$ cat src/rtl/bcd_timekeeper_pkg.sv
// -----------------------------------------------------------------------------
// timekeeper_pkg
// Shared definitions for the BCD timekeeper:
//   - power-on / reset time constants (09:10:00)
//   - repeat FSM state encoding used by button_repeat
//   - BCD field increment helpers (00..59, 00..23, 12-hour 01..12)
// -----------------------------------------------------------------------------
package timekeeper_pkg;

  localparam logic [1:0] RST_HRS_D = 2'd0;
  localparam logic [3:0] RST_HRS_U = 4'd9;
  localparam logic [2:0] RST_MIN_D = 3'd1;
  localparam logic [3:0] RST_MIN_U = 4'd0;
  localparam logic [2:0] RST_SEC_D = 3'd0;
  localparam logic [3:0] RST_SEC_U = 4'd0;

  typedef enum logic [1:0] {
    IDLE   = 2'd0,
    DELAY  = 2'd1,
    REPEAT = 2'd2
  } rep_state_t;

  // {tens[2:0], units[3:0]} advanced by one within 00..59; wraps without carry.
  function automatic logic [6:0] bcd59_inc(input logic [6:0] val);
    logic [2:0] d;
    logic [3:0] u;
    d = val[6:4];
    u = val[3:0];
    if (u == 4'd9) begin
      u = 4'd0;
      if (d == 3'd5) begin
        d = 3'd0;
      end else begin
        d = d + 3'd1;
      end
    end else begin
      u = u + 4'd1;
    end
    return {d, u};
  endfunction

  // {tens[1:0], units[3:0]} advanced by one within 00..23.
  function automatic logic [5:0] hrs24_inc(input logic [5:0] val);
    logic [1:0] d;
    logic [3:0] u;
    d = val[5:4];
    u = val[3:0];
    if ((d == 2'd2) && (u == 4'd3)) begin
      d = 2'd0;
      u = 4'd0;
    end else if (u == 4'd9) begin
      d = d + 2'd1;
      u = 4'd0;
    end else begin
      u = u + 4'd1;
    end
    return {d, u};
  endfunction

  // {tens[1:0], units[3:0]} advanced by one in the sequence 12,01,02..11,12.
  function automatic logic [5:0] hrs12_inc(input logic [5:0] val);
    logic [1:0] d;
    logic [3:0] u;
    d = val[5:4];
    u = val[3:0];
    if ((d == 2'd1) && (u == 4'd2)) begin
      d = 2'd0;
      u = 4'd1;
    end else if (u == 4'd9) begin
      d = 2'd1;
      u = 4'd0;
    end else begin
      u = u + 4'd1;
    end
    return {d, u};
  endfunction

endpackage

$ cat src/rtl/bcd_timekeeper_button_repeat.sv
// -----------------------------------------------------------------------------
// button_repeat
// One adjust button: 2-FF synchroniser, counter debouncer and auto-repeat FSM.
// A debounced press emits one rep strobe immediately, another after
// REPEAT_DELAY cycles, then one every REPEAT_PERIOD cycles until release.
// Ports:
//   clk    in  clock, rising edge
//   reset  in  asynchronous active-high reset
//   btn    in  raw asynchronous button level
//   rep    out registered one-cycle increment request
// -----------------------------------------------------------------------------
module button_repeat
  import timekeeper_pkg::*;
#(
  parameter int DEBOUNCE_CYCLES = 65_536,
  parameter int REPEAT_DELAY    = 15_750_000,
  parameter int REPEAT_PERIOD   = 7_875_000
) (
  input  logic clk,
  input  logic reset,
  input  logic btn,
  output logic rep
);

  localparam int DB_W   = (DEBOUNCE_CYCLES > 1) ? $clog2(DEBOUNCE_CYCLES) : 1;
  localparam int RP_MAX = (REPEAT_DELAY > REPEAT_PERIOD) ? REPEAT_DELAY : REPEAT_PERIOD;
  localparam int RP_W   = (RP_MAX > 1) ? $clog2(RP_MAX) : 1;

  localparam logic [DB_W-1:0] DB_TERM     = DB_W'(DEBOUNCE_CYCLES - 1);
  localparam logic [RP_W-1:0] DELAY_TERM  = RP_W'(REPEAT_DELAY - 1);
  localparam logic [RP_W-1:0] PERIOD_TERM = RP_W'(REPEAT_PERIOD - 1);

  logic            sync_meta_r;
  logic            sync_r;
  logic            deb_r;
  logic            deb_prev_r;
  logic [DB_W-1:0] db_cnt_r;
  rep_state_t      state_r;
  logic [RP_W-1:0] rp_cnt_r;
  logic            rep_r;
  logic            rise_s;

  assign rise_s = deb_r & ~deb_prev_r;
  assign rep    = rep_r;

  // Two-stage synchroniser for the raw button level.
  always_ff @(posedge clk or posedge reset) begin
    if (reset) begin
      sync_meta_r <= 1'b0;
      sync_r      <= 1'b0;
    end else begin
      sync_meta_r <= btn;
      sync_r      <= sync_meta_r;
    end
  end

  // Debouncer: level must differ for DEBOUNCE_CYCLES consecutive samples to flip.
  always_ff @(posedge clk or posedge reset) begin
    if (reset) begin
      deb_r      <= 1'b0;
      deb_prev_r <= 1'b0;
      db_cnt_r   <= {DB_W{1'b0}};
    end else begin
      deb_prev_r <= deb_r;
      if (sync_r == deb_r) begin
        db_cnt_r <= {DB_W{1'b0}};
      end else if (db_cnt_r == DB_TERM) begin
        deb_r    <= ~deb_r;
        db_cnt_r <= {DB_W{1'b0}};
      end else begin
        db_cnt_r <= db_cnt_r + RP_W'(0) + DB_W'(1);
      end
    end
  end

  // Repeat FSM; a released button forces IDLE before any other decision.
  always_ff @(posedge clk or posedge reset) begin
    if (reset) begin
      state_r  <= IDLE;
      rp_cnt_r <= {RP_W{1'b0}};
      rep_r    <= 1'b0;
    end else begin
      rep_r <= 1'b0;
      if (!deb_r) begin
        state_r  <= IDLE;
        rp_cnt_r <= {RP_W{1'b0}};
      end else begin
        case (state_r)
          IDLE: begin
            rp_cnt_r <= {RP_W{1'b0}};
            if (rise_s) begin
              rep_r   <= 1'b1;
              state_r <= DELAY;
            end else begin
              state_r <= IDLE;
            end
          end
          DELAY: begin
            if (rp_cnt_r == DELAY_TERM) begin
              rep_r    <= 1'b1;
              state_r  <= REPEAT;
              rp_cnt_r <= {RP_W{1'b0}};
            end else begin
              rp_cnt_r <= rp_cnt_r + RP_W'(1);
            end
          end
          REPEAT: begin
            if (rp_cnt_r == PERIOD_TERM) begin
              rep_r    <= 1'b1;
              rp_cnt_r <= {RP_W{1'b0}};
            end else begin
              rp_cnt_r <= rp_cnt_r + RP_W'(1);
            end
          end
          default: begin
            state_r  <= IDLE;
            rp_cnt_r <= {RP_W{1'b0}};
          end
        endcase
      end
    end
  end

endmodule

$ cat src/rtl/bcd_timekeeper.sv
// -----------------------------------------------------------------------------
// bcd_timekeeper
// BCD hours/minutes/seconds timekeeper advanced by a CLK_HZ prescaler, with
// three debounced auto-repeat adjust buttons.
// Build option: define TIMEKEEPER_12H_EN for 12-hour operation with pm flag;
// otherwise 24-hour operation with pm tied low.
// Ports:
//   clk, reset                 rising-edge clock, async active-high reset
//   adj_hrs/adj_min/adj_sec    raw async adjust buttons
//   hrs_d/hrs_u, min_d/min_u,  registered BCD digits
//   sec_d/sec_u
//   sec_pulse                  one-cycle strobe per prescaler second
//   pm                         PM flag (12-hour build only)
// -----------------------------------------------------------------------------
module bcd_timekeeper
  import timekeeper_pkg::*;
#(
  parameter int CLK_HZ          = 31_500_000,
  parameter int DEBOUNCE_CYCLES = 65_536,
  parameter int REPEAT_DELAY    = 15_750_000,
  parameter int REPEAT_PERIOD   = 7_875_000
) (
  input  logic       clk,
  input  logic       reset,
  input  logic       adj_hrs,
  input  logic       adj_min,
  input  logic       adj_sec,
  output logic [1:0] hrs_d,
  output logic [3:0] hrs_u,
  output logic [2:0] min_d,
  output logic [3:0] min_u,
  output logic [2:0] sec_d,
  output logic [3:0] sec_u,
  output logic       sec_pulse,
  output logic       pm
);

  localparam int PS_W = (CLK_HZ > 1) ? $clog2(CLK_HZ) : 1;
  localparam logic [PS_W-1:0] PS_TERM = PS_W'(CLK_HZ - 1);

  logic [PS_W-1:0] ps_cnt_r;
  logic            sec_pulse_r;
  logic [1:0]      hrs_d_r;
  logic [3:0]      hrs_u_r;
  logic [2:0]      min_d_r;
  logic [3:0]      min_u_r;
  logic [2:0]      sec_d_r;
  logic [3:0]      sec_u_r;
  logic            pm_r;

  logic            tick_s;
  logic            rep_sec_s, rep_min_s, rep_hrs_s;
  logic            sec_carry_s, min_carry_s;
  logic            inc_sec_s, inc_min_s, inc_hrs_s;
  logic [5:0]      hrs_next_s;
  logic            pm_next_s;

  button_repeat #(
    .DEBOUNCE_CYCLES(DEBOUNCE_CYCLES), .REPEAT_DELAY(REPEAT_DELAY), .REPEAT_PERIOD(REPEAT_PERIOD)
  ) u_btn_sec (.clk(clk), .reset(reset), .btn(adj_sec), .rep(rep_sec_s));

  button_repeat #(
    .DEBOUNCE_CYCLES(DEBOUNCE_CYCLES), .REPEAT_DELAY(REPEAT_DELAY), .REPEAT_PERIOD(REPEAT_PERIOD)
  ) u_btn_min (.clk(clk), .reset(reset), .btn(adj_min), .rep(rep_min_s));

  button_repeat #(
    .DEBOUNCE_CYCLES(DEBOUNCE_CYCLES), .REPEAT_DELAY(REPEAT_DELAY), .REPEAT_PERIOD(REPEAT_PERIOD)
  ) u_btn_hrs (.clk(clk), .reset(reset), .btn(adj_hrs), .rep(rep_hrs_s));

  assign tick_s = (ps_cnt_r == PS_TERM);

  // Only the tick path carries; adjust strobes wrap within their own field.
  assign sec_carry_s = tick_s & (sec_d_r == 3'd5) & (sec_u_r == 4'd9);
  assign min_carry_s = sec_carry_s & (min_d_r == 3'd5) & (min_u_r == 4'd9);

  // OR-ing the sources means a field still advances by exactly one per cycle.
  assign inc_sec_s = tick_s | rep_sec_s;
  assign inc_min_s = sec_carry_s | rep_min_s;
  assign inc_hrs_s = min_carry_s | rep_hrs_s;

  // Next hour value and pm flag for the selected hour format.
  always_comb begin
    hrs_next_s = {hrs_d_r, hrs_u_r};
    pm_next_s  = pm_r;
`ifdef TIMEKEEPER_12H_EN
    hrs_next_s = hrs12_inc({hrs_d_r, hrs_u_r});
    if ((hrs_d_r == 2'd1) && (hrs_u_r == 4'd1)) begin
      pm_next_s = ~pm_r;
    end else begin
      pm_next_s = pm_r;
    end
`else
    hrs_next_s = hrs24_inc({hrs_d_r, hrs_u_r});
    pm_next_s  = 1'b0;
`endif
  end

  // Prescaler: counts 0..CLK_HZ-1; the terminal cycle is the second tick.
  always_ff @(posedge clk or posedge reset) begin
    if (reset) begin
      ps_cnt_r    <= {PS_W{1'b0}};
      sec_pulse_r <= 1'b0;
    end else begin
      sec_pulse_r <= tick_s;
      if (tick_s) begin
        ps_cnt_r <= {PS_W{1'b0}};
      end else begin
        ps_cnt_r <= ps_cnt_r + PS_W'(1);
      end
    end
  end

  // Time digit registers.
  always_ff @(posedge clk or posedge reset) begin
    if (reset) begin
      hrs_d_r <= RST_HRS_D;
      hrs_u_r <= RST_HRS_U;
      min_d_r <= RST_MIN_D;
      min_u_r <= RST_MIN_U;
      sec_d_r <= RST_SEC_D;
      sec_u_r <= RST_SEC_U;
      pm_r    <= 1'b0;
    end else begin
      if (inc_sec_s) begin
        {sec_d_r, sec_u_r} <= bcd59_inc({sec_d_r, sec_u_r});
      end else begin
        {sec_d_r, sec_u_r} <= {sec_d_r, sec_u_r};
      end
      if (inc_min_s) begin
        {min_d_r, min_u_r} <= bcd59_inc({min_d_r, min_u_r});
      end else begin
        {min_d_r, min_u_r} <= {min_d_r, min_u_r};
      end
      if (inc_hrs_s) begin
        {hrs_d_r, hrs_u_r} <= hrs_next_s;
        pm_r               <= pm_next_s;
      end else begin
        {hrs_d_r, hrs_u_r} <= {hrs_d_r, hrs_u_r};
        pm_r               <= pm_r;
      end
    end
  end

  assign hrs_d     = hrs_d_r;
  assign hrs_u     = hrs_u_r;
  assign min_d     = min_d_r;
  assign min_u     = min_u_r;
  assign sec_d     = sec_d_r;
  assign sec_u     = sec_u_r;
  assign sec_pulse = sec_pulse_r;
  assign pm        = pm_r;

endmodule
$ cat config.mk
export PLATFORM = sky130hd
export DESIGN_NAME = bcd_timekeeper
export DESIGN_NICKNAME = d
export VERILOG_FILES = /design/src/rtl/bcd_timekeeper_pkg.sv /design/src/rtl/bcd_timekeeper_button_repeat.sv /design/src/rtl/bcd_timekeeper.sv
export SDC_FILE = /design/constraint.sdc
export NUM_CORES = 1
export LEC_CHECK = 0
export ABC_AREA = 1
export CAP_MARGIN = 20
export CORE_MARGIN = 2
export CORE_UTILIZATION = 25
export DETAILED_ROUTE_END_ITERATION = 16
export GPL_ROUTABILITY_DRIVEN = 0
export PLACE_DENSITY = 0.39
export SYNTH_ARGS = -nofsm -noshare
export SYNTH_HDL_FRONTEND = slang
export SYNTH_SLANG_ARGS = --single-unit
$ cat constraint.sdc
create_clock -name clk -period 6.4 [get_ports clk]
set_input_delay 1.6 -clock clk [delete_from_list [all_inputs] [get_ports clk]]
set_output_delay 1.6 -clock clk [all_outputs]
set_load 0.02 [all_outputs]
## Word-level counts from Yosys, hierarchy flattened

Cells that the tools add are included.

| cells by class | value |
|---|---|
| add/subtract/negate cells | 13 |
| $mul | 0 |
| divide/modulo/power cells | 0 |
| magnitude comparators | 0 |
| eq/ne operators | 32 |
| shift operators | 0 |
| mux-type cells | 54 |
| bitwise operators | 19 |
| reduce and logical (&&, ||, !) cells | 14 |

Operators by type and width:

| kind | number |
|---|---|
| 24-bit two-way mux | 9 |
| 24-bit one-hot mux with 2 select lines | 3 |
| 16-bit two-way mux | 6 |
| 24-bit by 1-bit adder with 24-bit output, second input constant | 3 |
| 24-bit by 23-bit equality test with 1-bit output, second input constant | 3 |
| 24-bit equality test, second input constant | 3 |
| 16-bit by 1-bit adder with 16-bit output, second input constant | 3 |
| 16-bit equality test, second input constant | 3 |
| 25-bit by 1-bit adder with 25-bit output, second input constant | 1 |
| 25-bit equality test, second input constant | 1 |
| 25-bit two-way mux | 1 |
| 2-bit one-hot mux with 3 select lines | 3 |
| 2-bit AND reduction | 9 |
| 2-bit two-way mux | 8 |
| 4-bit two-way mux | 4 |
| 1-bit two-way mux | 15 |
| 4-bit by 1-bit adder with 4-bit output, second input constant | 3 |
| 4-bit equality test, second input constant | 3 |
| 3-bit != test, second input constant | 3 |
| 1-bit NOT | 9 |
| 1-bit one-hot mux with 3 select lines | 3 |
| 2-bit equality test, second input constant | 4 |
| 1-bit AND | 7 |
| 3-bit by 1-bit adder with 3-bit output, second input constant | 2 |
| 11 further kinds | 23 |

| word-level totals | value |
|---|---|
| bits in registers | 187 |
| bits in latches | 0 |
| memory bits (writable) | 0 |
| bits in read-only memories | 0 |
| input bits | 5 |
| output and inout bits | 22 |
| logic and storage cells | 164 |
| memories kept | 0 |

## Logic depth before layout (Yosys ltp)

| logic depth | value |
|---|---|
| depth after elaboration | 7 |
| mapped depth | 11 |
| mapped depth without buffers | 11 |

## Modules after synthesis

A second synthesis with hierarchy kept.

| second synthesis, totals | value |
|---|---|
| cell total of the unflattened synthesis | 1372 |
| area, all modules | 10719.0 µm² |

By module, submodules not included:

| module | times used | cells an instance | area an instance (µm²) | seq. area each (µm²) |
|---|---|---|---|---|
| bcd_timekeeper | 1 | 363 | 2742.6 | 1154.9 |
| button_repeat (u_btn_min) | 1 | 337 | 2703.8 | 1176.1 |
| button_repeat (u_btn_hrs) | 1 | 334 | 2652.5 | 1176.1 |
| button_repeat (u_btn_sec) | 1 | 338 | 2620.0 | 1176.1 |

## Worst setup path before layout

Ideal clock, no wire load.

| path | value |
|---|---|
| kind | flip-flop to output port |
| start | register min_d_r[0], in the netlist min_d[0] |
| end | output min_d[0] |
| arrival time | 0.614 ns |
| required time | 4.800 ns |
| setup slack | 4.186 ns |
| stages on the path, launching flop included | 1 |
| path buffers | 0 |
| path through | dfstp_2 |

RTL lines:

| what | line | RTL |
|---|---|---|
| from (decl) | bcd_timekeeper.sv:45 | `logic [2:0] min_d_r;` |
| from (signal assigned) | bcd_timekeeper.sv:130 | `{min_d_r, min_u_r} <= bcd59_inc({min_d_r, min_u_r});` |
| from (signal assigned) | bcd_timekeeper.sv:132 | `{min_d_r, min_u_r} <= {min_d_r, min_u_r};` |
| to (decl) | bcd_timekeeper.sv:30 | `output logic [2:0] min_d,` |

No word-level cell between the ends.

## Worst setup path after layout

| path | value |
|---|---|
| start | register min_d_r[0], in the netlist min_d[0] |
| end | output min_d[0] |

No word-level cell between the ends.

==> impl_metrics.tcl <==
set metrics [dict create \
    cts_tree "yes" \
    regToRegSetupSlack_ps 4320 \
    core-area_mm2 0.0408 \
    cp_max_fo 8 \
    final-instance-count-excl-fill 1899 \
    final_cell_mix "nand2_1 (253), nor2_1 (247), dfrtp_1 (184), inv_1 (183), nand3_1 (93)" \
    rsz0062_at_grt "no" \
    cp_data_arrival_time_ps 1680 \
    grt_use_total_pct 11.2 \
    slew-limit-headroom_pct 42.2 \
    detail_route.wl_per_cell_um 12.2 \
    p_total_w 0.00248 \
    viasPerCell 4.31 \
    port_buffers 25 \
    ant_nets 0 \
    utilization_pct 29.1 \
    ys_ff_latch 187 \
    maxCapViolCount 0 \
    final_common_cell "nand2_1" \
    dieHeight_um 208 \
    crit_cells 1 \
    start_util_pct 25.4 \
    tightest_slew_ps 868 \
    die_area_mm2 0.0431 \
    finalHoldViolations 0 \
    clock_skew_ps 8.38 \
    cts-root-buf "clkbuf_16" \
    grt-ovfl-total 0 \
    cp.required_ps 4800 \
    cts_made_buffers 17 \
    r2r_start "u_btn_hrs.rp_cnt_r[0]" \
    endpoint "min_d[0]" \
    ios 27 \
    reg2reg_depth 8 \
    whs_ps 353 \
    setup_viol 0 \
    dpl.cell_count 1868 \
    cp_top_family "buffers and inverters" \
    drt-initial-drc-count 507 \
    r2r_end "u_btn_hrs.rp_cnt_r[18]" \
    cts_buffer_depth 2 \
    syn_to_final_growth_pct 14.9 \
    ys_types 42 \
    post_cts_resized 0 \
    ir_drop_uv 143 \
    drv_slew 0 \
    hp-class "reg2reg" \
    layout_min_cycle_time_ps 3280 \
    grt_start_max_net_pins 154 \
    period_share_pct 51.3 \
    num_vias 8177 \
    dp_hpwl_mm 16.6 \
    crit_type "reg2out" \
    clock_latency_ps 440 \
    critPathMaxStageDelay_ps 650 \
    drive_above_1_share_pct 6.29 \
    die_w_um 208 \
    fin_nets 1381 \
    cp_slowest_cell "clkdlybuf4s50_1" \
    crit_start "min_d[0]" \
    worst-path-buf-inv 1 \
    power_density_mw_per_mm2 208 \
    synth_nets 1348 \
    syn_area_mm2 0.0104 \
    cp-start-kind "flop" \
    outcome "complete, no violations" \
    final.setup.tns_ps 0 \
    firstDrtPassIters 5 \
    insertedDiodeCount 0 \
    fill_cells 4374 \
    syn_area_per_cell_um2 7.83 \
    ctsHoldBuffers 0 \
    cts_sinks 187 \
    routed_wl_mm 23.1 \
    cp-end-kind "output port" \
    syn_inst 1322 \
    path_cells "clkdlybuf4s50_1" \
    rows 74 \
    path_clk_slew_ps 70 \
    post_cts_buffers 0 \
    grt_pass1_wl_mm 40.2 \
    seq_area_frac_synth_pct 45.2 \
    ys.warnings.count 0 \
    antenna_found_initial 0 \
    cts.htree.levels 4 \
    leakagePower_nw 4.99 \
    grt_pass1_vias 8166 \
    drc 0 \
    fmax_ghz 0.305 \
]
synthesized netlist by cell type:
cell | instances | area [µm²]
nand2_4 | 2 | 22.5
dfrtp_1 | 184 | 4600
nor2_2 | 5 | 31.3
o22ai_1 | 1 | 6.26
o21a_1 | 3 | 22.5
a211oi_1 | 3 | 22.5
conb_1 | 1 | 3.75
nand4_1 | 47 | 294
nor3b_1 | 2 | 15.0
o21ai_0 | 23 | 115
inv_1 | 184 | 691
nor4_1 | 2 | 12.5
nor3_4 | 1 | 16.3
nand2_2 | 11 | 68.8
nor3_1 | 55 | 275
nor2_1 | 247 | 927
o211ai_1 | 1 | 7.51
and3b_1 | 1 | 8.76
buf_6 | 3 | 33.8
nand3b_1 | 11 | 82.6
buf_4 | 5 | 37.5
a21oi_1 | 24 | 120
inv_2 | 3 | 11.3
nand3_2 | 7 | 70.1
clkbuf_1 | 5 | 18.8
nor3_2 | 7 | 70.1
a311oi_1 | 1 | 8.76
mux2_2 | 2 | 22.5
clkbuf_2 | 1 | 5.00
a31oi_1 | 2 | 12.5
xor2_1 | 72 | 631
o21ai_1 | 2 | 10.0
nand2_1 | 253 | 950
nor2_4 | 7 | 78.8
nand3_1 | 93 | 465
ha_1 | 21 | 263
a31o_2 | 2 | 17.5
dfstp_2 | 3 | 78.8
xnor2_1 | 22 | 193
a21oi_2 | 1 | 8.76
buf_2 | 1 | 5.00
xor2_2 | 1 | 16.3
worst min-delay path by stage:
stage,from,end,cells past startpoint
floorplan,u_btn_hrs.sync_meta_r,u_btn_hrs.sync_r,0
finish,u_btn_sec.sync_meta_r,u_btn_sec.sync_r,0
global route,u_btn_sec.sync_meta_r,u_btn_sec.sync_r,0
global placement,u_btn_hrs.sync_meta_r,u_btn_hrs.sync_r,0
CTS,u_btn_sec.sync_meta_r,u_btn_sec.sync_r,0
detailed placement,u_btn_sec.sync_meta_r,u_btn_sec.sync_r,0
layer usage:
layer  GRT usage, %  wire (µm)
met3           2.15        590
met4           3.69        351
met2           17.5      10400
met1           15.7      11800
met5              0          0
final cells by class:
cell class	instances	area, µm²	share of cell area (%)
Inverter	187	706	5.93
Tap cell	532	666	5.60
Timing Repair Buffer	29	293	2.46
Clock buffer	19	433	3.64
Multi-Input combinational cell	933	4870	40.9
Sequential cell	187	4680	39.4
Clock inverter	12	244	2.05
sequential cells by signal, summed over array words and instances (netlist names), 2 cells and up:
| register | cells |
|---|---|
| ps_cnt_r | 25 |
| u_btn_hrs.rp_cnt_r | 24 |
| u_btn_min.rp_cnt_r | 24 |
| u_btn_sec.rp_cnt_r | 24 |
| u_btn_hrs.db_cnt_r | 16 |
| u_btn_min.db_cnt_r | 16 |
| u_btn_sec.db_cnt_r | 16 |
| hrs_u | 4 |
| min_u | 4 |
| sec_u | 4 |
| min_d | 3 |
| sec_d | 3 |
| hrs_d | 2 |
| u_btn_hrs.state_r | 2 |
| u_btn_min.state_r | 2 |
| u_btn_sec.state_r | 2 |
metrics by stage:
stage          setup WS [ps]  area (µm²)
6_report                3120       11900
5_1_grt                 3050       11900
4_1_cts                 3080       11900
3_5_place_dp            3470       11200
3_3_place_gp            3460       11200
2_1_floorplan           2400       10400
power by group:
group / leakage, nW / total (W) / internal [W] / switching (W)
clock: 0.323 / 0.00124 / 0.000770 / 0.000473
sequential: 2.57 / 0.00119 / 0.00119 / 0.00000454
combinational: 2.10 / 0.0000436 / 0.0000101 / 0.0000335
total: 4.99 / 0.00248 / 0.00197 / 0.000511
logic make-up (layout without fill, tap and decap cells):
| group | Yosys count | after routing | share of synthesized area (%) |
|---|---|---|---|
| fa+ha+maj | 21 | 21 | 2.54 |
| buf+inv | 202 | 247 | 7.75 |
| flops | 187 | 187 | 45.2 |
| compound gates | 63 | 63 | 3.40 |
| other cells | 1 | 1 | 0.0362 |
| mux | 2 | 2 | 0.218 |
| xor+xnor | 95 | 95 | 8.11 |
| simple gates | 751 | 751 | 32.7 |
Power figures use the tool's default switching activity.
